File: config.mk
export PLATFORM = sky130hd
export DESIGN_NAME = wb_read_streamer
export DESIGN_NICKNAME = d
export VERILOG_FILES = /design/src/rtl/wb_read_streamer.sv
export SDC_FILE = /design/constraint.sdc
export NUM_CORES = 1
export LEC_CHECK = 0
export ABC_AREA = 1
export CORE_MARGIN = 8
export CORE_UTILIZATION = 64
export CTS_BUF_LIST = sky130_fd_sc_hd__clkbuf_4 sky130_fd_sc_hd__clkbuf_8
export DETAILED_ROUTE_END_ITERATION = 10
export GPL_ROUTABILITY_DRIVEN = 0
export PLACE_DENSITY = 0.94
export RECOVER_POWER = 50
export SLEW_MARGIN = 0
export SYNTH_ARGS = -nofsm -noshare
export SYNTH_HDL_FRONTEND = slang
export SYNTH_SLANG_ARGS = --single-unit
File: constraint.sdc
create_clock -name clk -period 7.07 [get_ports clk]
set_clock_uncertainty 0.2 [all_clocks]
set_input_delay 1.414 -clock clk [delete_from_list [all_inputs] [get_ports clk]]
set_output_delay 1.414 -clock clk [all_outputs]
set_load 0.01 [all_outputs]
File: src/rtl/wb_read_streamer.sv
// wb_read_streamer: bulk read engine. Accepts (start address, word count) commands, issues
// pipelined Wishbone reads and streams the returned words on AXI-Stream, with tlast on the
// final word of each command. A request is issued only when the return FIFO has room for its
// data, counting both what the FIFO holds and what is still in flight. This means a stalled
// sink never causes data loss.
//
// Optional feature: define WB_RD_TIMEOUT_EN to add an ack timeout and a sticky err output.
//
// Ports:
//   clk, areset             clock, asynchronous active-high reset
//   cmd_tvalid/cmd_tready   command handshake; cmd_addr = first word, cmd_len = word count
//   m_wb_*                  pipelined Wishbone read master (we tied to 0)
//   axis_*                  AXI-Stream output of read data, tlast on the last word
//   busy                    high whenever the engine is not idle
//   err                     (WB_RD_TIMEOUT_EN only) sticky ack-timeout flag
module wb_read_streamer #(
  parameter int unsigned ADDR_BITS      = 23,
  parameter int unsigned DATA_BYTES     = 2,
  parameter int unsigned LEN_BITS       = 16,
  parameter int unsigned FIFO_DEPTH     = 8,
  parameter int unsigned TIMEOUT_CYCLES = 1024
) (
  input  logic                    clk,
  input  logic                    areset,
  output logic                    cmd_tready,
  input  logic                    cmd_tvalid,
  input  logic [ADDR_BITS-1:0]    cmd_addr,
  input  logic [LEN_BITS-1:0]     cmd_len,
  output logic [ADDR_BITS-1:0]    m_wb_addr,
  output logic                    m_wb_we,
  output logic                    m_wb_stb,
  output logic                    m_wb_cyc,
  input  logic                    m_wb_stall,
  input  logic                    m_wb_ack,
  input  logic [DATA_BYTES*8-1:0] m_wb_dat_s2m,
  input  logic                    axis_tready,
  output logic                    axis_tvalid,
  output logic                    axis_tlast,
  output logic [DATA_BYTES*8-1:0] axis_tdata,
`ifdef WB_RD_TIMEOUT_EN
  output logic                    err,
`endif
  output logic                    busy
);

  localparam int unsigned DW = DATA_BYTES * 8;
  localparam int unsigned PW = $clog2(FIFO_DEPTH);
  localparam int unsigned CW = PW + 1;

  typedef enum logic [1:0] {StIdle, StReq, StWait} state_e;

  state_e                state_q, state_d;
  logic [ADDR_BITS-1:0]  addr_q, addr_d;
  logic [LEN_BITS-1:0]   req_left_q, req_left_d;
  logic [LEN_BITS-1:0]   ack_left_q, ack_left_d;
  logic [CW-1:0]         outstanding_q, outstanding_d;
  logic [CW-1:0]         fifo_count_q, fifo_count_d;
  logic [PW-1:0]         wr_ptr_q, wr_ptr_d;
  logic [PW-1:0]         rd_ptr_q, rd_ptr_d;
  logic [DW:0]           fifo_mem [FIFO_DEPTH];

  logic cmd_accept, has_credit, issue, ack_ok, push, pop, push_last;

`ifdef WB_RD_TIMEOUT_EN
  localparam int unsigned TW = $clog2(TIMEOUT_CYCLES + 1);
  logic [TW-1:0] tmo_q, tmo_d;
  logic          err_q, err_d;
  assign err = err_q;
`endif

  assign cmd_tready = (state_q == StIdle) && !areset;
  assign cmd_accept = cmd_tvalid && cmd_tready;

  // Words held plus words in flight must stay within the FIFO.
  assign has_credit = ((CW+1)'(fifo_count_q) + (CW+1)'(outstanding_q)) < (CW+1)'(FIFO_DEPTH);

  assign m_wb_we   = 1'b0;
  assign m_wb_addr = addr_q;
  assign m_wb_stb  = (state_q == StReq) && (req_left_q != '0) && has_credit;
  assign m_wb_cyc  = (state_q == StReq) || ((state_q == StWait) && (ack_left_q != '0));
  assign busy      = (state_q != StIdle);

  assign issue     = m_wb_stb && !m_wb_stall;
  // Stray acks (nothing in flight) are dropped.
  assign ack_ok    = m_wb_ack && m_wb_cyc && (outstanding_q != '0);
  assign push      = ack_ok;
  assign push_last = (ack_left_q == LEN_BITS'(1));

  assign axis_tvalid = (fifo_count_q != '0);
  assign pop         = axis_tvalid && axis_tready;
  assign axis_tdata  = axis_tvalid ? fifo_mem[rd_ptr_q][DW-1:0] : '0;
  assign axis_tlast  = axis_tvalid ? fifo_mem[rd_ptr_q][DW] : 1'b0;

  always_comb begin
    state_d       = state_q;
    addr_d        = addr_q;
    req_left_d    = req_left_q;
    ack_left_d    = ack_left_q;
    outstanding_d = outstanding_q;
    fifo_count_d  = fifo_count_q;
    wr_ptr_d      = wr_ptr_q;
    rd_ptr_d      = rd_ptr_q;

    unique case (state_q)
      StIdle: begin
        if (cmd_accept) begin
          addr_d     = cmd_addr;
          req_left_d = cmd_len;
          ack_left_d = cmd_len;
          if (cmd_len != '0) state_d = StReq;
        end
      end
      StReq: begin
        if (issue) begin
          addr_d     = addr_q + ADDR_BITS'(1);
          req_left_d = req_left_q - LEN_BITS'(1);
          if (req_left_q == LEN_BITS'(1)) state_d = StWait;
        end
      end
      StWait: begin
        if (ack_left_q == '0) state_d = StIdle;
      end
      default: state_d = StIdle;
    endcase

    if (ack_ok) ack_left_d = ack_left_q - LEN_BITS'(1);

    unique case ({issue, ack_ok})
      2'b10:   outstanding_d = outstanding_q + CW'(1);
      2'b01:   outstanding_d = outstanding_q - CW'(1);
      default: outstanding_d = outstanding_q;
    endcase

    if (push) wr_ptr_d = wr_ptr_q + PW'(1);
    if (pop)  rd_ptr_d = rd_ptr_q + PW'(1);
    unique case ({push, pop})
      2'b10:   fifo_count_d = fifo_count_q + CW'(1);
      2'b01:   fifo_count_d = fifo_count_q - CW'(1);
      default: fifo_count_d = fifo_count_q;
    endcase

`ifdef WB_RD_TIMEOUT_EN
    err_d = err_q;
    tmo_d = tmo_q;
    if (cmd_accept) err_d = 1'b0;
    if ((state_q == StIdle) || ack_ok) tmo_d = '0;
    else if (outstanding_q != '0) tmo_d = tmo_q + TW'(1);
    // Abort: drop the bus cycle, forget in-flight requests and flush buffered data.
    if ((state_q != StIdle) && (outstanding_q != '0) && !ack_ok &&
        (tmo_q == TW'(TIMEOUT_CYCLES - 1))) begin
      state_d       = StIdle;
      req_left_d    = '0;
      ack_left_d    = '0;
      outstanding_d = '0;
      fifo_count_d  = '0;
      wr_ptr_d      = '0;
      rd_ptr_d      = '0;
      tmo_d         = '0;
      err_d         = 1'b1;
    end
`endif
  end

  always_ff @(posedge clk or posedge areset) begin
    if (areset) begin
      state_q       <= StIdle;
      addr_q        <= '0;
      req_left_q    <= '0;
      ack_left_q    <= '0;
      outstanding_q <= '0;
      fifo_count_q  <= '0;
      wr_ptr_q      <= '0;
      rd_ptr_q      <= '0;
`ifdef WB_RD_TIMEOUT_EN
      tmo_q         <= '0;
      err_q         <= 1'b0;
`endif
    end else begin
      state_q       <= state_d;
      addr_q        <= addr_d;
      req_left_q    <= req_left_d;
      ack_left_q    <= ack_left_d;
      outstanding_q <= outstanding_d;
      fifo_count_q  <= fifo_count_d;
      wr_ptr_q      <= wr_ptr_d;
      rd_ptr_q      <= rd_ptr_d;
`ifdef WB_RD_TIMEOUT_EN
      tmo_q         <= tmo_d;
      err_q         <= err_d;
`endif
    end
  end

  // Storage needs no reset: the count gates what is visible.
  always_ff @(posedge clk) begin
    if (push) fifo_mem[wr_ptr_q] <= {push_last, m_wb_dat_s2m};
  end

endmodule
# == Yosys cells after proc, flatten, opt, wreduce, memory -nomap -nowiden ==
# Memory sizes are Yosys's and may differ from the RTL's.
# Cells that the tools add are included.
# classes
n_addsub,10
n_lt_le_gt_ge,1
n_eq_ne,13
n_mux,20
n_reduce_logical,28
# op_table
cell,count
$mux 16,5
$reduce_bool 16->1,3
$mux 23,2
$pmux 23 s2,1
$eq 16x1->1 const B,2
$pmux 16 s2,1
$sub 16x1->16 const B,2
$add 23x1->23 const B,1
$logic_not 16->1,1
$pmux 4 s2,2
$reduce_bool 2->1,6
$mux 2,5
$logic_and 1x1->1,9
$add 4x1->4 const B,2
$reduce_bool 4->1,2
$sub 4x1->4 const B,2
$add 3x1->3 const B,2
$eq 2x1->1 const B,3
$eq 2x2->1 const B,3
$ne 2x1->1 const B,3
$pmux 2 s3,1
$add 4x4->5,1
$lt 5x4->1 const B,1
$reduce_and 5->1,1
other kinds (7),11
# word_totals
register_bits,71
ramBits,136
inputBits,61
output_inout_bits,46
word_cells,81
mem_count,1
# mem_list
memory,depth,word_bits,rd,rd_ports_with_merged_regs,wr,line,text
fifo_mem,8,17,1,0,1,60,logic [DW:0] fifo_mem [FIFO_DEPTH];

# == Longest topological paths before layout ==
# Gate-level depths: netlist of run 1.
# logic_depth
ltp_word,7
ltp_mapped,19
depth_no_buf,18

# == Worst setup path before layout of run 1 ==
# No wires, ideal clock.
# synth_timing
path_kind,input to register
startpoint,input port m_wb_ack
endpoint,memory fifo_mem[0][0] in the netlist's numbering (enable)
setup_ps,390
arrival_ps,2987
t_required_ps,6480
slack_ps,3492
cell_stages,4
n_path_buf,0
path_cell_list,a21boi_0 > nand2_2 > or2_2 > nor2_1
# synth_between
elab_chain_cells,4
# synth_lines
item,line,text
"start, declared",34,"input logic m_wb_ack,"
$logic_and 1x1->1 (2 in a row),85,assign ack_ok = m_wb_ack && m_wb_cyc && (outstanding_q != '0);
$mux 1,196,"if (push) fifo_mem[wr_ptr_q] <= {push_last, m_wb_dat_s2m};"
$mux 1 (not written as such),196,
"end, declared",60,
# Every way passes these cells.

# == Worst setup path in the final report of run 1 ==
# layout_timing
startpoint,register rd_ptr_q[0]
endpoint,output port axis_tdata[9]
# layout_between
elab_chain_cells,2
# layout_lines
item,line,text
"start, declared",59,"logic [PW-1:0] rd_ptr_q, rd_ptr_d;"
"start signal, assigned",186,rd_ptr_q <= rd_ptr_d;
$mem_v2 8x17,--,
$mux 16,91,assign axis_tdata = axis_tvalid ? fifo_mem[rd_ptr_q][DW-1:0] : '0;
"end, declared",39,"output logic [DATA_BYTES*8-1:0] axis_tdata,"
# Every way passes these cells.

==> flow_summary.yaml, run 1 <==
setup_path:
  critPathMaxStageDelay_ns: 0.68
  path_delay_family: "buffers and inverters"
  start_kind: "register"
  reg2reg_from: "state_q[1]"
  worstSetupPathType: "reg2out"
  cp.depth: 8
  cp_slowest_cell: "inv_1"
  cp_max_fo: 71
  reg2reg_depth: 8
  cp_common_cell: "buf_4"
  rr_endpoint: "fifo_mem[3][16]"
  critical_path.cell_chain: "buf_4 > inv_1 > buf_4 > o21ai_0 > o22ai_1 > o21ai_1 > a31oi_1 > clkdlybuf4s50_1"
  crit_path_end_kind: "output pin"
  crit_arrival_ns: 3.72
  crit_buf_inv: 4
  cp.required_ns: 5.46
  rrSetupSlack_ns: 2.92
detailed_routing:
  drc_errors: 0
  drt_wl_total_mm: 25.7
  drtPass1Iterations: 6
  ant_nets: 0
  num_vias: 8724
  vias_per_cell: 5.75
  initialDrtViolationCount: 817
  wire_per_inst_um: 16.9
placed_design:
  hpwlAfterDp_mm: 16.7
  portBuffers: 105
logic_synthesis:
  syn_area_um2: 10400
  synth_cells: 1173
  netlist.area_leader.share: 0.392
  yosysSeqAreaShare: 0.562
  ys.flop_type: "edfxtp_1"
  syn_area_per_cell_um2: 8.89
  ys_seq_elements: 207
  yosysUniqueCellTypes: 45
  synthTopCellsByArea: "edfxtp_1 39%, dfrtp_1 17%, nand2_1 11%"
  yosysMostFrequentCell: "nand2_1"
  synth-edff-count: 136
  synth_top_area_cell: "edfxtp_1"
  synth_nets: 1251
  ys_warn_count: 0
  synth-async-reset-ratio: 0.343
  synth_common_cells: "312 x nand2_1, 194 x nor2_1, 136 x edfxtp_1"
status:
  violations: "capacitance limit, slew limit"
  status: "complete, but fails checks"
pwr:
  power.density_nw_per_um2: 444
  vdd_drop_max_v: 0.000331
  p_leak_nw: 5.00
clock_network:
  cts_hold_buf: 0
  cts-resized-gates: 0
  htreeDepth: 1
  postCtsSetupRepairBufs: 0
  cts_tree: "done"
  path_clk_slew_ns: 0.06
  root_buffer: "clkbuf_8"
  cts_sinks: 207
  clk_latency_ns: 0.55
  cts_made_buffers: 31
  cts.path.max_buffers: 3
timing:
  slew_headroom: -0.151
  hold_viol: 0
  max_freq_mhz: 187
  slew_viol_final: 60
  worst_slew_pin_slew_ns: 1.72
  post-route-period-util: 0.754
  finalSetupViolations: 0
  finalCriticalPeriod_ns: 5.33
  rsz0062_at_grt: "false"
  final.setup.tns_ns: 0
global_route:
  antenna_found_initial: 0
  grt_pass1_vias: 8545
  track_usage: 0.251
  grt_overflow: 0
  grt_pass1_wl_mm: 41.4
  grt_max_degree: 72
final_layout:
  drive_gt1_frac: 0.0638
  nets: 1354
  multi_input_area_um2: 4030
  final_util: 0.768
  nFillCells: 1022
  regArea_um2: 5860
  insertedDiodeCount: 0
  area_delta_synth_final_pct: 17.0
min_path:
  hold_end: "fifo_count_q[3]"
  holdPathStages: 1
  min_from: "fifo_count_q[3]"
  min-delay-path-class: "reg2reg"
die:
  fp.dieW_um: 144
  core_area_um2: 15900
  dieArea_um2: 20600
  num_rows: 46
  pin_count: 107
  die_h_um: 144
  initial_core_util: 0.657
job:
  maxCapViolCount: 1
-- layout by cell type (no fill, tap or decap), types with 3 or more instances in the layout --
cell,synthesis,routed
nor2_2,3,3
clkinv_2,0,5
clkdlybuf4s50_1,0,86
nand3_1,61,61
nand2_2,5,3
clkbuf_8,0,33
nand4_1,8,8
edfxtp_1,136,136
clkinv_1,3,11
dfrtp_1,71,70
a21oi_1,4,5
xnor2_1,15,15
ha_1,16,16
nand3b_1,5,5
o22ai_1,17,17
o21ai_1,6,5
or2_2,3,3
nor2_4,3,3
xor2_1,17,17
mux2i_1,6,6
dlygate4sd3_1,0,19
a31oi_1,18,18
clkbuf_4,0,11
o21ai_0,131,132
inv_1,67,66
nand2_1,312,316
nor2_1,194,194
buf_4,4,12
-- sequential cells by signal, summed over array words and instances (netlist names) --
name,flops
ack_left_q,16
fifo_mem,136
wr_ptr_q,3
req_left_q,16
outstanding_q,4
rd_ptr_q,3
state_q,2
m_wb_addr,23
fifo_count_q,4
-- cells by family (layout without fill, tap and decap cells) --
group           count (synthesis)  after routing  share of synthesized area
other cells                     1              1                   0.000360
compound gates                184            184                     0.0953
simple gates                  606            606                      0.240
fa+ha+maj                      17             17                     0.0211
buf+inv                       120            248                     0.0488
mux                             6              6                    0.00576
xor+xnor                       32             32                     0.0269
flops                         207            207                      0.562
-- power by group --
| group | total, W | internal [W] | switching [W] | leakage, nW |
|---|---|---|---|---|
| Sequential | 0.00187 | 0.00158 | 0.000286 | 2.10 |
| Clock | 0.000969 | 0.000526 | 0.000443 | 0.333 |
| Combinational | 0.00258 | 0.00100 | 0.00158 | 2.57 |
-- stage by stage --
stage               cells  total power (W)  hold WS [ns]  cell area [um^2]  setup WS (ns)
finish               1517          0.00541         0.304             12200           1.74
global route         1517          0.00581         0.327             12200           1.57
CTS                  1517          0.00542         0.313             12200           1.80
detailed placement   1459          0.00443         0.304             11600           2.24
global placement     1459          0.00430         0.294             11600           2.38
floorplan            1173          0.00360         0.271             10400           3.49
-- layer usage --
layer	global-route usage	vias up	routed length [um]
met5	0	-	0
met4	0.0880	0	558
met3	0.0557	68	2550
met2	0.420	476	12300
met1	0.316	4058	10300
li1	-	4122	-
-- how the worst max path moves through the flow --
stage | startpoint | end
6_report | rd_ptr_q[0] | axis_tdata[9]
2_1_floorplan | m_wb_ack | fifo_mem[0][0]
3_3_place_gp | m_wb_ack | fifo_mem[3][10]
5_1_grt | rd_ptr_q[0] | axis_tdata[9]
3_5_place_dp | m_wb_ack | fifo_mem[3][10]
4_1_cts | rd_ptr_q[0] | axis_tdata[9]
-- cell type report --
cell class,instances,area share
Sequential cell,207,0.480
Clock inverter,14,0.00728
Multi-Input combinational cell,846,0.330
Tap cell,216,0.0221
Inverter,73,0.0227
Clock buffer,44,0.0440
Timing Repair Buffer,117,0.0935
(Power assumes the default switching activity.)
==> run 2, diff against run 1 <==
Settings changed: CORE_UTILIZATION 64 to 53, PLACE_DENSITY 0.94 to 0.84.
Clock period 7.07 ns to 4.4 ns, I/O delays scaled along.
==> run 2 against run 1 <==
Compared with the run above: via count shrank 2.1%; highest routed layer unchanged; clock power grew 80%; count of clock-buffer cells in the layout grew 4; critical path depth shrank 2; critical endpoint is now axis_tdata[10]; cell area grew 1.6%; the run still ends with capacitance limit, slew limit left; die area grew 18%; flip-flop and latch count is the same; non-clock buffer count grew 8.
==> flow_summary.yaml, run 2 (synthesis gave the netlist of run 1 again) <==
status:
  status: "complete, but fails checks"
  violations: "capacitance limit, slew limit"
placed_design:
  portBuffers: 105
  hpwlAfterDp_mm: 16.6
  dp_worst_setup_slack_ns: 0.815
  dpl.cell_count: 1516
  placed_area_um2: 11700
clock_network:
  postCtsSetupRepairBufs: 0
  cts_tree: "done"
  cts.path.max_buffers: 3
  cts-resized-gates: 0
  path_clk_slew_ns: 0.06
  root_buffer: "clkbuf_8"
  cts_sinks: 207
  htreeDepth: 2
  cts_made_buffers: 35
  cts_hold_buf: 0
  clk_latency_ns: 0.53
pwr:
  switching_power_w: 0.00373
  vdd_drop_max_v: 0.000369
  pwr-share-clk: 0.197
  power.density_nw_per_um2: 715
  seq_power_share: 0.339
  p_sw_frac: 0.421
  p_leak_nw: 5.09
  internal_power_w: 0.00513
  pwr-share-comb: 0.464
job:
  maxCapViolCount: 2
detailed_routing:
  num_vias: 8539
  wl_met1_mm: 10.0
  wire_per_inst_um: 16.2
  drt_wl_total_mm: 25.5
  ant_nets: 0
  vias_per_cell: 5.40
  wl_met3_mm: 1.87
  initialDrtViolationCount: 615
  drtPass1Iterations: 5
  drc_errors: 0
  met2_length_mm: 12.7
  highest_layer: "met4"
final_layout:
  nets: 1366
  final_util: 0.639
  fin_cells: 1580
  mostFrequentLayoutCells: "318 x nand2_1, 195 x nor2_1, 136 x edfxtp_1, 132 x o21ai_0, 87 x clkdlybuf4s50_1"
  nFillCells: 1533
  largest_reg_flops: 136
  area_delta_synth_final_pct: 18.9
  drive_gt1_frac: 0.0707
  mostFrequentLayoutCell: "nand2_1"
  max_flop_register: "fifo_mem"
  insertedDiodeCount: 0
  final_area_um2: 12400
global_route:
  grt_pass1_vias: 8520
  grt_overflow: 0
  track_usage: 0.213
  grt_max_degree: 60
  antenna_found_initial: 0
  grt_pass1_wl_mm: 41.8
min_path:
  holdPathStages: 1
  min_from: "fifo_count_q[3]"
  hold_end: "fifo_count_q[3]"
  min-delay-path-class: "reg2reg"
timing:
  worst_slew_pin_slew_ns: 1.74
  rsz0062_at_grt: "false"
  final.setup.tns_ns: 0
  max_freq_mhz: 249
  slew_headroom: -0.161
  finalSetupViolations: 0
  slew_viol_final: 91
  hold_viol: 0
  finalWorstSetupSlack_ns: 0.387
  post-route-period-util: 0.912
  finalCriticalPeriod_ns: 4.01
setup_path:
  crit_buf_inv: 2
  critical_path.cell_chain: "buf_4 > o21ai_0 > o22ai_1 > o21ai_0 > a31oi_1 > clkdlybuf4s50_1"
  crit_path_end_kind: "output pin"
  rr_endpoint: "req_left_q[11]"
  cp_max_fo: 58
  rrSetupSlack_ns: 0.81
  worstSetupPathType: "reg2out"
  start_kind: "register"
  cp_slowest_cell: "clkdlybuf4s50_1"
  reg2reg_depth: 7
  crit_arrival_ns: 2.93
  critPathMaxStageDelay_ns: 0.56
  cp_common_cell: "o21ai_0"
  reg2reg_from: "state_q[0]"
  cp.required_ns: 3.32
  path_delay_family: "buffers and inverters"
die:
  fp.dieW_um: 156
  num_rows: 51
  die_h_um: 156
  dieArea_um2: 24400
  initial_core_util: 0.538
  core_area_um2: 19400
  pin_count: 107
==> run 2: worst register-to-register path, stage by stage, from the launching register on <==
cell     delay (ns)
dfrtp_1        0.45
nor2_4         0.19
inv_4          0.08
nor2_4         0.09
nand2_1        0.45
nand2_1        0.39
nand2_1        1.04
o21ai_0        0.58
==> run 2: layout make-up <==
cell class	count	area (um^2)	area share
well taps	265	332	0.0267
clock inverters	16	120	0.00969
inverters	73	277	0.0223
repair buffers	125	1190	0.0963
flip-flops and latches	207	5860	0.473
multi-input cells	846	4020	0.324
clock buffers	48	598	0.0482
==> run 2: power groups by stage <==
stage | clock network [W] | logic (W) | registers [W]
after floorplan | 0 | 0.00284 | 0.00294
after global placement | 0 | 0.00398 | 0.00301
after detailed placement | 0 | 0.00413 | 0.00302
after CTS | 0.00177 | 0.00417 | 0.00300
after global routing | 0.00186 | 0.00465 | 0.00307
final | 0.00174 | 0.00411 | 0.00301
==> run 2: worst max-delay path by stage <==
stage	from	endpoint	slack, ns	cells after the start
CTS	rd_ptr_q[0]	axis_tdata[7]	0.37	6
floorplan	m_wb_ack	fifo_mem[0][0]	1.36	4
global route	areset	req_left_q[1]	0.14	6
detailed placement	m_wb_ack	outstanding_q[3]	0.81	13
global placement	m_wb_ack	outstanding_q[3]	0.93	13
finish	rd_ptr_q[0]	axis_tdata[10]	0.39	6
==> run 2: stage by stage <==
stage               total power (W)  hold WS (ns)
CTS                         0.00893         0.312
global route                0.00958         0.330
finish                      0.00886         0.303
floorplan                   0.00578         0.271
detailed placement          0.00716         0.299
global placement            0.00699         0.290
==> run 2: metal layers <==
layer,vias up,global-route usage
met5,-,0
met4,0,0.110
met3,76,0.0466
met2,346,0.362
met1,3977,0.248
li1,4140,-
==> RTL change 1, RTL diff (settings of run 2) <==
`addr_q` no longer has a reset.
--- a/src/rtl/wb_read_streamer.sv
+++ b/src/rtl/wb_read_streamer.sv
@@ -166,3 +166,2 @@
       state_q       <= StIdle;
-      addr_q        <= '0;
       req_left_q    <= '0;
@@ -179,3 +178,2 @@
       state_q       <= state_d;
-      addr_q        <= addr_d;
       req_left_q    <= req_left_d;
@@ -193,2 +191,6 @@
 
+  always_ff @(posedge clk) begin
+    addr_q <= addr_d;
+  end
+
   // Storage needs no reset: the count gates what is visible.
Behaviour: differs if areset is asserted again (counterexample within 4 cycles, from zero or initial values and one cycle with areset high); with areset held inactive, the same outputs for 4 cycles.
==> RTL change 1 against run 2 <==
The flow still finishes with violations (capacitance limit, slew limit); utilization up 0.28 points; sequential share of layout area increased by 0.73 points; clock power rose by 9%; synthesized area rose by 0.16%; routed wire length is 3.0% lower; final area rose by 0.43%; register-to-register slack worse by 460 ps; sequential cell count stayed put; critical endpoint is now outstanding_q[3]$_DFFE_PP0P_; setup slack got worse by 40 ps; power shrank 0.93%; critical path depth up 10.
==> RTL change 1: results <==
<?xml version="1.0" encoding="UTF-8"?>
<metrics>
  <group name="run_status">
    <metric name="run_status" unit="">complete, but fails checks</metric>
    <metric name="failed_checks" unit="">capacitance limit, slew limit</metric>
  </group>
  <group name="pwr">
    <metric name="vdd_ir_drop_max" unit="mV">0.3725</metric>
    <metric name="cell_internal_pwr" unit="mW">5.273</metric>
  </group>
  <group name="yosys">
    <metric name="synth-async-reset-ratio" unit="">0.2319</metric>
    <metric name="ys_types" unit="">40</metric>
    <metric name="synth_adder_area_share" unit="">0.02108</metric>
    <metric name="top_post_synthesis_cells_by_count" unit="">nand2_1, nor2_1, edfxtp_1</metric>
    <metric name="synth.area.top_cells" unit="">edfxtp_1, dfrtp_1, nand2_1</metric>
  </group>
  <group name="layout">
    <metric name="comb.multi_input.count" unit="">833</metric>
    <metric name="post_route_cells_drive_above_1_share" unit="">0.08121</metric>
    <metric name="multiInputGateArea" unit="um^2">3929</metric>
    <metric name="fin_nets" unit="">1344</metric>
    <metric name="non_clock_buffer_count" unit="">119</metric>
    <metric name="area.sequential" unit="um^2">5978</metric>
    <metric name="num-clock-buffers" unit="">50</metric>
  </group>
  <group name="placed_design">
    <metric name="total_instance_count_after_detailed_placement" unit="">1493</metric>
    <metric name="dpl_cell_area" unit="um^2">11720</metric>
  </group>
  <group name="run">
    <metric name="drv.max_cap_violation_count" unit="">2</metric>
  </group>
  <group name="timing">
    <metric name="worst_slew_margin_rel" unit="">-0.3163</metric>
    <metric name="report.final.slew_viol_count" unit="">96</metric>
    <metric name="postLayoutSetupSlackWorst" unit="ps">347.1</metric>
    <metric name="timing.hold.ws" unit="ps">312.8</metric>
  </group>
  <group name="global_routing">
    <metric name="grt_pass1_vias" unit="">8115</metric>
    <metric name="globalRouteMet2Util" unit="">0.3419</metric>
    <metric name="initial_antenna_violation_count" unit="">1</metric>
    <metric name="met1_track_demand_over_resource" unit="">0.2538</metric>
    <metric name="gr-usage-met3" unit="">0.04440</metric>
  </group>
  <group name="detailed_routing">
    <metric name="post_drt_via_cell_ratio" unit="">5.371</metric>
    <metric name="top_layer_used" unit="">met5</metric>
    <metric name="met3_length" unit="um">1614</metric>
    <metric name="vias" unit="">8368</metric>
    <metric name="drt-wirelength-per-cell" unit="um">15.89</metric>
    <metric name="first_iter_violations" unit="">639</metric>
    <metric name="m1WireLength" unit="um">10500</metric>
  </group>
  <group name="critical_path">
    <metric name="timing.critical_path.fanout_max" unit="">34</metric>
    <metric name="cp-endpoint" unit="">outstanding_q[3]$_DFFE_PP0P_</metric>
    <metric name="setup.worst_path.class" unit="">flip-flop to flip-flop</metric>
    <metric name="r2r-start" unit="">ack_left_q[1]$_DFFE_PP0P_</metric>
    <metric name="cp.arrival" unit="ps">4250</metric>
  </group>
  <group name="clock_tree">
    <metric name="total_clock_buffers_created_by_cts" unit="">36</metric>
  </group>
  <group name="floorplanning">
    <metric name="die_w" unit="um">156.4</metric>
  </group>
</metrics>
[RTL change 1: power groups by stage]
stage | sequential, mW | combinational [mW] | clock [mW]
3_5_place_dp | 3.14 | 3.80 | 0
6_report | 3.12 | 3.76 | 1.89
4_1_cts | 3.11 | 3.81 | 1.93
2_1_floorplan | 3.01 | 2.63 | 0
3_3_place_gp | 3.12 | 3.67 | 0
5_1_grt | 3.19 | 4.23 | 2.02
[RTL change 1: worst max-delay path, cell delays in order (launching register included)]
cell and delay [ps]:
dfrtp_1 400, inv_1 80, ha_1 210, nand2_2 110, nor2_4 210, nand2_2 110, nand2_4 80, nand2_4 140
nand2_1 920, inv_2 160, ha_1 320, ha_1 340, a21oi_1 170, nand2_1 90, a21oi_1 130, o21ai_0 130
xnor2_1 140
==> RTL change 2, RTL diff (settings of run 2) <==
Made on the original files. Add a define of `WB_RD_TIMEOUT_EN`.
--- a/src/rtl/wb_read_streamer.sv
+++ b/src/rtl/wb_read_streamer.sv
@@ -15,2 +15,4 @@
 //   err                     (WB_RD_TIMEOUT_EN only) sticky ack-timeout flag
+`define WB_RD_TIMEOUT_EN
+
 module wb_read_streamer #(
Check against the original RTL (old outputs only; new: err): no difference found for any inputs over 4 cycles, from zero or initial values and one cycle with areset high; that may be too few to reach the edited logic, so the function may still have changed.
==> RTL change 2 against run 2 <==
The flow still finishes with violations (capacitance limit, slew limit); final area is 2.3% higher; global-route usage is 0.37 points lower; synthesized area is 1.9% higher; utilization is 0.81 points higher; setup slack better by 79 ps; power is 1.4% lower; sequential cell count is 12 higher; via count is 2.6% higher; routed wire length is 1.5% higher; critical path type unchanged; largest power group unchanged.
==> RTL change 2: results <==
<?xml version="1.0" encoding="UTF-8"?>
<metrics>
  <group name="critical_path">
    <metric name="critical_path.reg2reg.endpoint" unit="">req_left_q[10]$_DFFE_PP0P_</metric>
    <metric name="ff2ff_path_depth" unit="">15</metric>
    <metric name="r2r-start" unit="">ack_left_q[0]$_DFFE_PP0P_</metric>
    <metric name="cp-endpoint" unit="">axis_tdata[8]</metric>
  </group>
  <group name="global_routing">
    <metric name="grt_use_total" unit="">0.2090</metric>
    <metric name="globalRouteMet2Util" unit="">0.3563</metric>
    <metric name="gr-usage-met3" unit="">0.04935</metric>
    <metric name="grt_start_max_net_pins" unit="">51</metric>
    <metric name="grt_first_pass_wirelength" unit="um">42010</metric>
    <metric name="met1_track_demand_over_resource" unit="">0.2617</metric>
  </group>
  <group name="detailed_routing">
    <metric name="first_pass_iters" unit="">9</metric>
    <metric name="first_iter_violations" unit="">687</metric>
    <metric name="postRouteWirelength" unit="um">25910</metric>
    <metric name="vias" unit="">8758</metric>
  </group>
  <group name="layout">
    <metric name="fin_nets" unit="">1333</metric>
    <metric name="multiInputGateArea" unit="um^2">3871</metric>
    <metric name="post_route_cells_drive_above_1_share" unit="">0.07422</metric>
    <metric name="filler_cell_count" unit="">1513</metric>
  </group>
  <group name="clock_tree">
    <metric name="total_clock_buffers_created_by_cts" unit="">37</metric>
  </group>
  <group name="timing">
    <metric name="timing_worst_slew_pin_value" unit="ps">1813</metric>
    <metric name="report.final.slew_viol_count" unit="">34</metric>
    <metric name="final_period_minus_worst_setup_slack" unit="ps">3933</metric>
    <metric name="timing.hold.ws" unit="ps">289.6</metric>
  </group>
  <group name="pwr">
    <metric name="switching_share" unit="">0.4018</metric>
    <metric name="total_leakage_power" unit="nW">5.113</metric>
    <metric name="p_clk" unit="mW">1.84</metric>
  </group>
  <group name="run_status">
    <metric name="failed_checks" unit="">capacitance limit, slew limit</metric>
    <metric name="run_status" unit="">complete, but fails checks</metric>
  </group>
  <group name="placed_design">
    <metric name="detailed_place_hpwl" unit="um">16890</metric>
    <metric name="place_ws" unit="ps">1012</metric>
    <metric name="place.port_buffers" unit="">106</metric>
  </group>
  <group name="yosys">
    <metric name="synthesized_area_divided_by_synthesized_cell_count" unit="um^2">9.345</metric>
    <metric name="synth-async-reset-ratio" unit="">0.3790</metric>
    <metric name="syn-num-nets" unit="">1215</metric>
    <metric name="synth_seq_area_share" unit="">0.5798</metric>
    <metric name="ys_types" unit="">42</metric>
  </group>
  <group name="hold_path">
    <metric name="holdPathStages" unit="">2</metric>
  </group>
  <group name="run">
    <metric name="drv.max_cap_violation_count" unit="">1</metric>
  </group>
</metrics>
-- RTL change 2: kinds of logic (layout without fill, tap and decap cells) --
logic type	after synthesis	count (layout)	share of synthesized area
AOI/OAI and AO/OA	266	266	0.1379
adders and majority gates	17	17	0.02073
xor gates and xnor gates	28	28	0.02308
DFF	219	219	0.5798
buffers and inverters	142	285	0.05299
muxes	1	1	0.0009421
and+or+nand+nor	463	463	0.1842
other	1	1	0.0003529
-- RTL change 2: cell type report --
class / count / area share
sequential: 219 / 0.4860
inverter: 91 / 0.02704
tap: 265 / 0.02615
timing repair buffer: 130 / 0.09700
clock inverter: 17 / 0.01095
clock buffer: 47 / 0.04756
multi-input combinational: 776 / 0.3053
-- RTL change 2: layer usage --
metal	share of wire	vias up
met2	0.48	389
met5	0	-
met3	0.083	44
li1	-	4172
met1	0.41	4153
met4	0.018	0
